===== src/rtl/switch_debouncer_pkg.sv =====
// Shared definitions for the switch debouncer: default timing constants,
// the per-bit filter state encoding and a counter-width helper.
package switch_debouncer_pkg;

    localparam int DEFAULT_TICK_DIV     = 50000;
    localparam int DEFAULT_STABLE_TICKS = 16;

    typedef enum logic {
        STABLE  = 1'b0,
        PENDING = 1'b1
    } db_state_t;

    // Ceiling log2, floored at 1 so that counters never collapse to zero width.
    function automatic int clog2(input int value);
        int result;
        int remaining;
        result    = 0;
        remaining = value - 1;
        while (remaining > 0) begin
            result    = result + 1;
            remaining = remaining >> 1;
        end
        if (result < 1) begin
            result = 1;
        end
        return result;
    endfunction

endpackage


===== src/rtl/switch_debouncer_bit.sv =====
// One debounced switch line: two-flop synchroniser, STABLE/PENDING filter
// with a tick counter, registered level and one-cycle rise/fall pulses.
// The accept strobe is exported so the top can register its change flag
// in the same cycle that the pulses appear.
module debounce_bit
    import switch_debouncer_pkg::*;
#(
    parameter int STABLE_TICKS = DEFAULT_STABLE_TICKS,
    parameter int CNT_W        = clog2(STABLE_TICKS)
) (
    input  logic clock,
    input  logic reset,
    input  logic tick,
    input  logic raw_in,
    output logic level,
    output logic rise,
    output logic fall,
    output logic accept
);

    localparam logic [CNT_W-1:0] CNT_LAST = CNT_W'(STABLE_TICKS - 1);

    logic             sync_meta;
    logic             sync;
    logic             differs;
    db_state_t        state;
    db_state_t        state_next;
    logic [CNT_W-1:0] cnt;
    logic [CNT_W-1:0] cnt_next;
    logic             level_next;
    logic             rise_next;
    logic             fall_next;

    assign differs = (sync != level);

    // Bring the asynchronous switch line into the clock domain; only sync is used below.
    always_ff @(posedge clock) begin
        if (reset) begin
            sync_meta <= 1'b0;
            sync      <= 1'b0;
        end else begin
            sync_meta <= raw_in;
            sync      <= sync_meta;
        end
    end

    // State register: filter state, tick counter and the registered outputs.
    always_ff @(posedge clock) begin
        if (reset) begin
            state <= STABLE;
            cnt   <= '0;
            level <= 1'b0;
            rise  <= 1'b0;
            fall  <= 1'b0;
        end else begin
            state <= state_next;
            cnt   <= cnt_next;
            level <= level_next;
            rise  <= rise_next;
            fall  <= fall_next;
        end
    end

    // Next-state logic; a return to equality wins over an accepting tick.
    always_comb begin
        state_next = state;
        cnt_next   = cnt;
        accept     = 1'b0;
        case (state)
            STABLE: begin
                cnt_next = '0;
                if (differs) begin
                    state_next = PENDING;
                end
            end
            PENDING: begin
                if (!differs) begin
                    state_next = STABLE;
                    cnt_next   = '0;
                end else if (tick) begin
                    if (cnt == CNT_LAST) begin
                        accept     = 1'b1;
                        state_next = STABLE;
                        cnt_next   = '0;
                    end else begin
                        cnt_next = cnt + 1'b1;
                    end
                end
            end
            default: begin
                state_next = STABLE;
                cnt_next   = '0;
            end
        endcase
    end

    // Output logic: an accepted change flips the level and fires exactly one edge pulse.
    always_comb begin
        level_next = level;
        rise_next  = 1'b0;
        fall_next  = 1'b0;
        if (accept) begin
            level_next = ~level;
            rise_next  = ~level;
            fall_next  = level;
        end
    end

endmodule


===== src/rtl/switch_debouncer.sv =====
// Debounces WIDTH raw switch lines using one shared prescaler tick and
// presents clean levels, rise/fall pulses and a combined change flag.
module switch_debouncer
    import switch_debouncer_pkg::*;
#(
    parameter int WIDTH        = 8,
    parameter int TICK_DIV     = DEFAULT_TICK_DIV,
    parameter int STABLE_TICKS = DEFAULT_STABLE_TICKS
) (
    input  logic             clock,
    input  logic             reset,
    input  logic [WIDTH-1:0] io_rawIn,
    output logic [WIDTH-1:0] io_switches,
    output logic [WIDTH-1:0] io_rise,
    output logic [WIDTH-1:0] io_fall,
    output logic             io_changed
);

    localparam int               PRESC_W    = clog2(TICK_DIV);
    localparam logic [PRESC_W-1:0] PRESC_LAST = PRESC_W'(TICK_DIV - 1);

    logic [PRESC_W-1:0] presc;
    logic               tick;
    logic [WIDTH-1:0]   accept_vec;

    assign tick = (presc == PRESC_LAST);

    // Free-running prescaler producing one tick every TICK_DIV cycles.
    always_ff @(posedge clock) begin
        if (reset) begin
            presc <= '0;
        end else if (presc == PRESC_LAST) begin
            presc <= '0;
        end else begin
            presc <= presc + 1'b1;
        end
    end

    for (genvar i = 0; i < WIDTH; i++) begin : g_bit
        debounce_bit #(
            .STABLE_TICKS(STABLE_TICKS)
        ) u_bit (
            .clock  (clock),
            .reset  (reset),
            .tick   (tick),
            .raw_in (io_rawIn[i]),
            .level  (io_switches[i]),
            .rise   (io_rise[i]),
            .fall   (io_fall[i]),
            .accept (accept_vec[i])
        );
    end

    // Change flag registered from the accept strobes so it lines up with the pulses.
    always_ff @(posedge clock) begin
        if (reset) begin
            io_changed <= 1'b0;
        end else begin
            io_changed <= |accept_vec;
        end
    end

endmodule


===== config.mk =====
export PLATFORM = sky130hd
export DESIGN_NAME = switch_debouncer
export DESIGN_NICKNAME = d
export VERILOG_FILES = /design/src/rtl/switch_debouncer_pkg.sv /design/src/rtl/switch_debouncer_bit.sv /design/src/rtl/switch_debouncer.sv
export SDC_FILE = /design/constraint.sdc
export NUM_CORES = 1
export LEC_CHECK = 0
export ABC_CLOCK_PERIOD_IN_PS = 1600
export BUFFER_PORTS_ARGS = -buffer_cell sky130_fd_sc_hd__buf_2
export CAP_MARGIN = 20
export CELL_PAD_IN_SITES_DETAIL_PLACEMENT = 1
export CELL_PAD_IN_SITES_GLOBAL_PLACEMENT = 2
export CORE_UTILIZATION = 35
export CTS_BUF_LIST = sky130_fd_sc_hd__clkbuf_8
export DETAILED_ROUTE_END_ITERATION = 6
export PLACE_DENSITY_LB_ADDON = 0.15
export SLEW_MARGIN = 10
export SYNTH_ARGS = -nofsm -noshare
export SYNTH_HDL_FRONTEND = slang
export SYNTH_SLANG_ARGS = --single-unit
export TNS_END_PERCENT = 20

===== constraint.sdc =====
create_clock -name clock -period 1.6 [get_ports clock]
set_clock_uncertainty 0.05 [all_clocks]
set_input_delay 0.32 -clock clock [delete_from_list [all_inputs] [get_ports clock]]
set_output_delay 0.32 -clock clock [all_outputs]
set_load 0.03 [all_outputs]

### Yosys cells after proc, flatten, opt, wreduce, memory -nomap -nowiden

Cells that the tools add are included.

| storage, ports and cells | value |
|---|---|
| input port bits | 10 |
| bits in registers | 97 |
| word-level logic and storage cells | 230 |
| output and inout port bits | 25 |

| operators by class | value |
|---|---|
| reductions and logical operators | 10 |
| add/subtract/negate cells | 9 |
| muxes and demuxes | 104 |
| bitwise operators | 24 |
| eq/ne operators | 25 |

Operators by type and width:

| cell | count |
|---|---|
| $mux 4 | 24 |
| $mux 1 | 64 |
| $pmux 4 s2 | 8 |
| $add 4x1->4 const B | 8 |
| $eq 4x4->1 const B | 8 |
| $not 1->1 | 24 |
| $ne 3x3->1 const B | 7 |
| $reduce_or 2->1 | 9 |
| $add 16x1->16 const B | 1 |
| $eq 16x16->1 const B | 1 |
| $pmux 1 s2 | 8 |
| $ne 1x1->1 | 8 |
| $reduce_or 8->1 | 1 |
| $ne 3x2->1 const B | 1 |

### Longest topological paths before layout

| logic depth | value |
|---|---|
| word-level depth | 7 |
| depth in mapped cells | 7 |
| gate-level depth less buffers | 5 |

### Cells and area by module

Synthesis repeated with hierarchy kept, for this count alone.

| second synthesis, totals | value |
|---|---|
| cells, all modules | 405 |
| area, all modules | 4012.6 µm² |

By module, submodules not included:

| module | cells each | area each (µm²) | times used | seq. area each (µm²) |
|---|---|---|---|---|
| debounce_bit | 40 | 404.1 | 8 | 200.2 |
| switch_debouncer | 85 | 779.5 | 1 | 340.3 |

### Least setup slack after synthesis

OpenSTA, ideal clock, no wires.

| timing | value |
|---|---|
| path kind | flip-flop to flip-flop |
| from | reg presc[0] |
| to | reg g_bit[4].u_bit.level |
| data required time | 1.421 ns |
| path slack | -0.111 ns |
| setup time | 0.129 ns |
| data arrival time | 1.532 ns |
| clock period less this slack | 1.711 ns |
| buffers on the path | 2 |
| stages on the path, launching flop included | 8 |
| cells stage by stage | dfxtp_1 > ha_1 > and4_1 > nand4_1 > buf_2 > buf_2 > o21ai_0 > o41ai_1 |

| on the way | value |
|---|---|
| longest elaborated chain between the ends | 4 |

Ends and longest elaborated chain:

| element | line | source |
|---|---|---|
| start: declaration | switch_debouncer.sv:22 | `logic [PRESC_W-1:0] presc;` |
| start signal: assignment | switch_debouncer.sv:35 | `presc <= presc + 1'b1;` |
| $eq 16x16->1 | switch_debouncer.sv:26 | `assign tick = (presc == PRESC_LAST);` |
| $mux 1 | switch_debouncer_bit.sv:80 | `end else if (tick) begin` |
| $mux 1 | switch_debouncer_bit.sv:77 | `if (!differs) begin` |
| $mux 1 | switch_debouncer_bit.sv:69 | `case (state)` |
| end signal: assignment | switch_debouncer_bit.sv:58 | `level <= level_next;` |
| end: declaration | switch_debouncer_bit.sv:15 | `output logic level,` |

Every way passes these cells.
A chain may end at the register's enable or synchronous reset.

### Final worst setup path

| timing | value |
|---|---|
| from | reg presc[0] |
| to | reg g_bit[0].u_bit.cnt[2] |

| on the way | value |
|---|---|
| longest elaborated chain between the ends | 2 |

Ends and longest elaborated chain:

| element | line | source |
|---|---|---|
| $eq 16x16->1 | switch_debouncer.sv:26 |  |
| $ne 3x2->1 (no source line) | n/a |  |
| end signal: assignment | switch_debouncer_bit.sv:57 | `cnt <= cnt_next;` |
| end: declaration | switch_debouncer_bit.sv:28 | `logic [CNT_W-1:0] cnt;` |

Every way passes these cells.

==> out/results.ini <==
[drt]
drt-initial-drc-count=111
wl_per_cell_um=15.4
drtPass1Iterations=4
vias_per_cell=5.15
drc=0
vias=3335
wirelength_mm=9.99
final_antenna_net_count=0

[global_route]
antenna_found_initial=0
grt.overflow.total=0
grt_max_degree=22
track_usage_pct=17.2
grt_pass1_wl_mm=16.7
grtUsageMet1_pct=21.1
grt_pass1_vias=3482
grt_use_met2_pct=29.3
grt_use_met3_pct=2.91
gr-max-usage-layer=met2

[cts]
numCtsBuffers=9
cts_sinks=97
cts_hold_buf=0
insertion_delay_ns=0.38
clockBufferDepth=2
ctsHtreeMaxLevel=3
clkSlewWorstSetupHoldPaths_ns=0.10
clockRootBuffer=clkbuf_8
cts_tree=built

[status]
outcome=finished, violations left
violations=negative setup slack

[power_and_ir_drop]
power_frac_clock_pct=41.6
p_int_mw=3.40
seq_power_share_pct=55.6
leakage_nw=1.94
totalPowerFinal_mw=4.42
swShare_pct=23.2
switchingPower_mw=1.02
power_density_mw_per_mm2=841
pwr-share-comb_pct=2.8
ir_drop_mv=0.431

[synthesis]
yosys.area.top_type=dfxtp_1
synth.top_cells.by_area=dfxtp_1 (47%), buf_4 (4.7%), nand2_1 (4.2%)
avgSynthCellArea_um2=9.26
synth_area_mm2=0.00412
yosys-mux-area-fraction_pct=0
synth_xor_area_share_pct=4.46
synth_compound_area_share_pct=13.3
yosysMostFrequentCell=dfxtp_1
ys_top_cells_by_count=dfxtp_1 (97), nand2_1 (46), a21oi_1 (31)
synth_top_family_by_area=simple AND/OR/NAND/NOR gates
synth_fa_ha_area_share_pct=2.73
synth.ff_latch_count=97
synthFlopType=dfxtp_1
async_flop_share_pct=0
synth_cells=445
yosys.area_share.simple_pct=24.1
synth_top_area_share_pct=47.1
synth_cell_type_count=44
synth_seq_area_share_pct=47.1
synth-edff-count=0
syn_nets=464
ys.warnings.count=0

[critical_path]
critical_path_required_ns=1.86
path_class=reg -> reg
worstReg2RegStart=presc[0]$_SDFF_PP0_
r2r_end=g_bit[0].u_bit.cnt[2]$_SDFFE_PP0P_
reg2reg_depth=7
end_kind=register
r2r_slack_ns=-0.10
startpoint_type=register
cp.arrival_ns=1.96
path_max_fanout=7

[floorplan]
rows=39
die_h_um=111
dieArea_mm2=0.0122
start_util_pct=35.9
die_x_um=111
core-area_mm2=0.0115
boundaryPins=35

[cells_and_area]
final-seq-area_mm2=0.00195
nFillCells=1298
design_area_mm2=0.00526
fin_util_pct=45.9
synthToLayoutAreaGrowth_pct=27.7
multi_input_area_mm2=0.00216
drive_above_1_share_pct=33.3
nets=519
diodes=0
fin_cells=648

[sta]
fin_setup_tns_ns=-1.56
setup_viol=36
whs_ns=0.0941
max_freq_ghz=0.588
fin_crit_ns=1.70
timing.slew.headroom_pct=73.3
finalHoldViolCount=0
setup_slack_ns=-0.102
tightestPinTransition_ns=0.395
rsz0062_at_grt=true
post-route-period-util_pct=106
slew_viol_final=0

[min_path]
hold_depth=2
worstHoldEndpoint=g_bit[7].u_bit.sync_meta$_SDFF_PP0_
min-delay-path-class=in -> reg
holdCritStartpoint=io_rawIn[7]

[flow_run]
maxCapViolCount=0

[placement]
dpl_cell_area_mm2=0.00455
gp_congestion=0.728
post-place-cells=625
pre_cts_ws_ns=-0.149
hpwlAfterDp_mm=6.76
io_buffers=34

-- worst max-delay path: stages, from the launching register on --
cell	delay [ns]
dfxtp_2	0.37
ha_4	0.13
and4_4	0.21
nand4_1	0.11
buf_6	0.17
buf_12	0.14
or3_1	0.33
a21oi_2	0.13
-- placed cells by master (no fill, tap or decap), types with 13 or more instances in the layout --
cell,synthesis,final
a21oi_1,31,23
buf_2,8,34
buf_4,26,37
dfxtp_1,97,91
inv_1,17,18
nand2_1,46,43
nand4_1,13,13
nor2_1,26,26
nor2b_1,23,23
xnor2_1,16,16
-- final cells by class --
cell class / count / area share [%]
clock buffer: 9 / 2.35
inverter: 17 / 1.21
timing repair buffer: 85 / 13.0
sequential: 97 / 37.1
tap: 143 / 3.40
multi-input combinational: 290 / 41.0
clock inverter: 7 / 1.93
-- kinds of logic (layout without fill, tap and decap cells) --
| kind of cell | count (synthesis) | after routing |
|---|---|---|
| AND/OR/NAND/NOR | 172 | 172 |
| flip-flops | 97 | 97 |
| AO/OA/AOI/OAI | 88 | 88 |
| buffers and inverters | 58 | 118 |
| XOR/XNOR | 21 | 21 |
| adder cells (fa/ha/maj) | 9 | 9 |
-- power groups by stage --
stage | Combinational (mW) | Sequential, mW | Clock [mW]
final | 0.123 | 2.46 | 1.84
after global routing | 0.137 | 2.47 | 2.01
after CTS | 0.121 | 2.46 | 1.91
after detailed placement | 0.117 | 2.52 | 0
after global placement | 0.114 | 2.52 | 0
after floorplan | 0.0678 | 2.51 | 0
-- how the worst max path moves through the flow --
stage / endpoint / depth (start not counted) / from
finish: g_bit[0].u_bit.cnt[2]$_SDFFE_PP0P_ / 7 / presc[0]$_SDFF_PP0_
CTS: g_bit[2].u_bit.cnt[2]$_SDFFE_PP0P_ / 7 / presc[0]$_SDFF_PP0_
global placement: g_bit[6].u_bit.fall$_SDFF_PP0_ / 5 / presc[1]$_SDFF_PP0_
global route: g_bit[0].u_bit.cnt[2]$_SDFFE_PP0P_ / 6 / presc[5]$_SDFF_PP0_
floorplan: g_bit[4].u_bit.level$_SDFFE_PP0P_ / 7 / presc[1]$_SDFF_PP0_
detailed placement: g_bit[0].u_bit.cnt[3]$_SDFFE_PP0P_ / 6 / presc[1]$_SDFF_PP0_
-- repair_timing --
action                     CTS  global route
gates cloned                 2             0
resized for setup           49            44
setup buffers                3             2
setup endpoints to repair   43            77
pin swaps                   25            23
-- layer usage --
layer	vias up	wire, um
li1	1663	-
met1	1625	4570
met2	33	5010
met3	14	232
met4	0	178
met5	-	0
-- state kept, by name (all words and copies together) (netlist names) --
signal and count:
g_bit.u_bit.cnt 32, g_bit.u_bit.rise 8, g_bit.u_bit.sync 8, g_bit.u_bit.fall 8, g_bit.u_bit.level 8, g_bit.u_bit.state 8, presc 16, g_bit.u_bit.sync_meta 8
io_changed 1
Note: power is estimated with default switching activity, not from simulation.
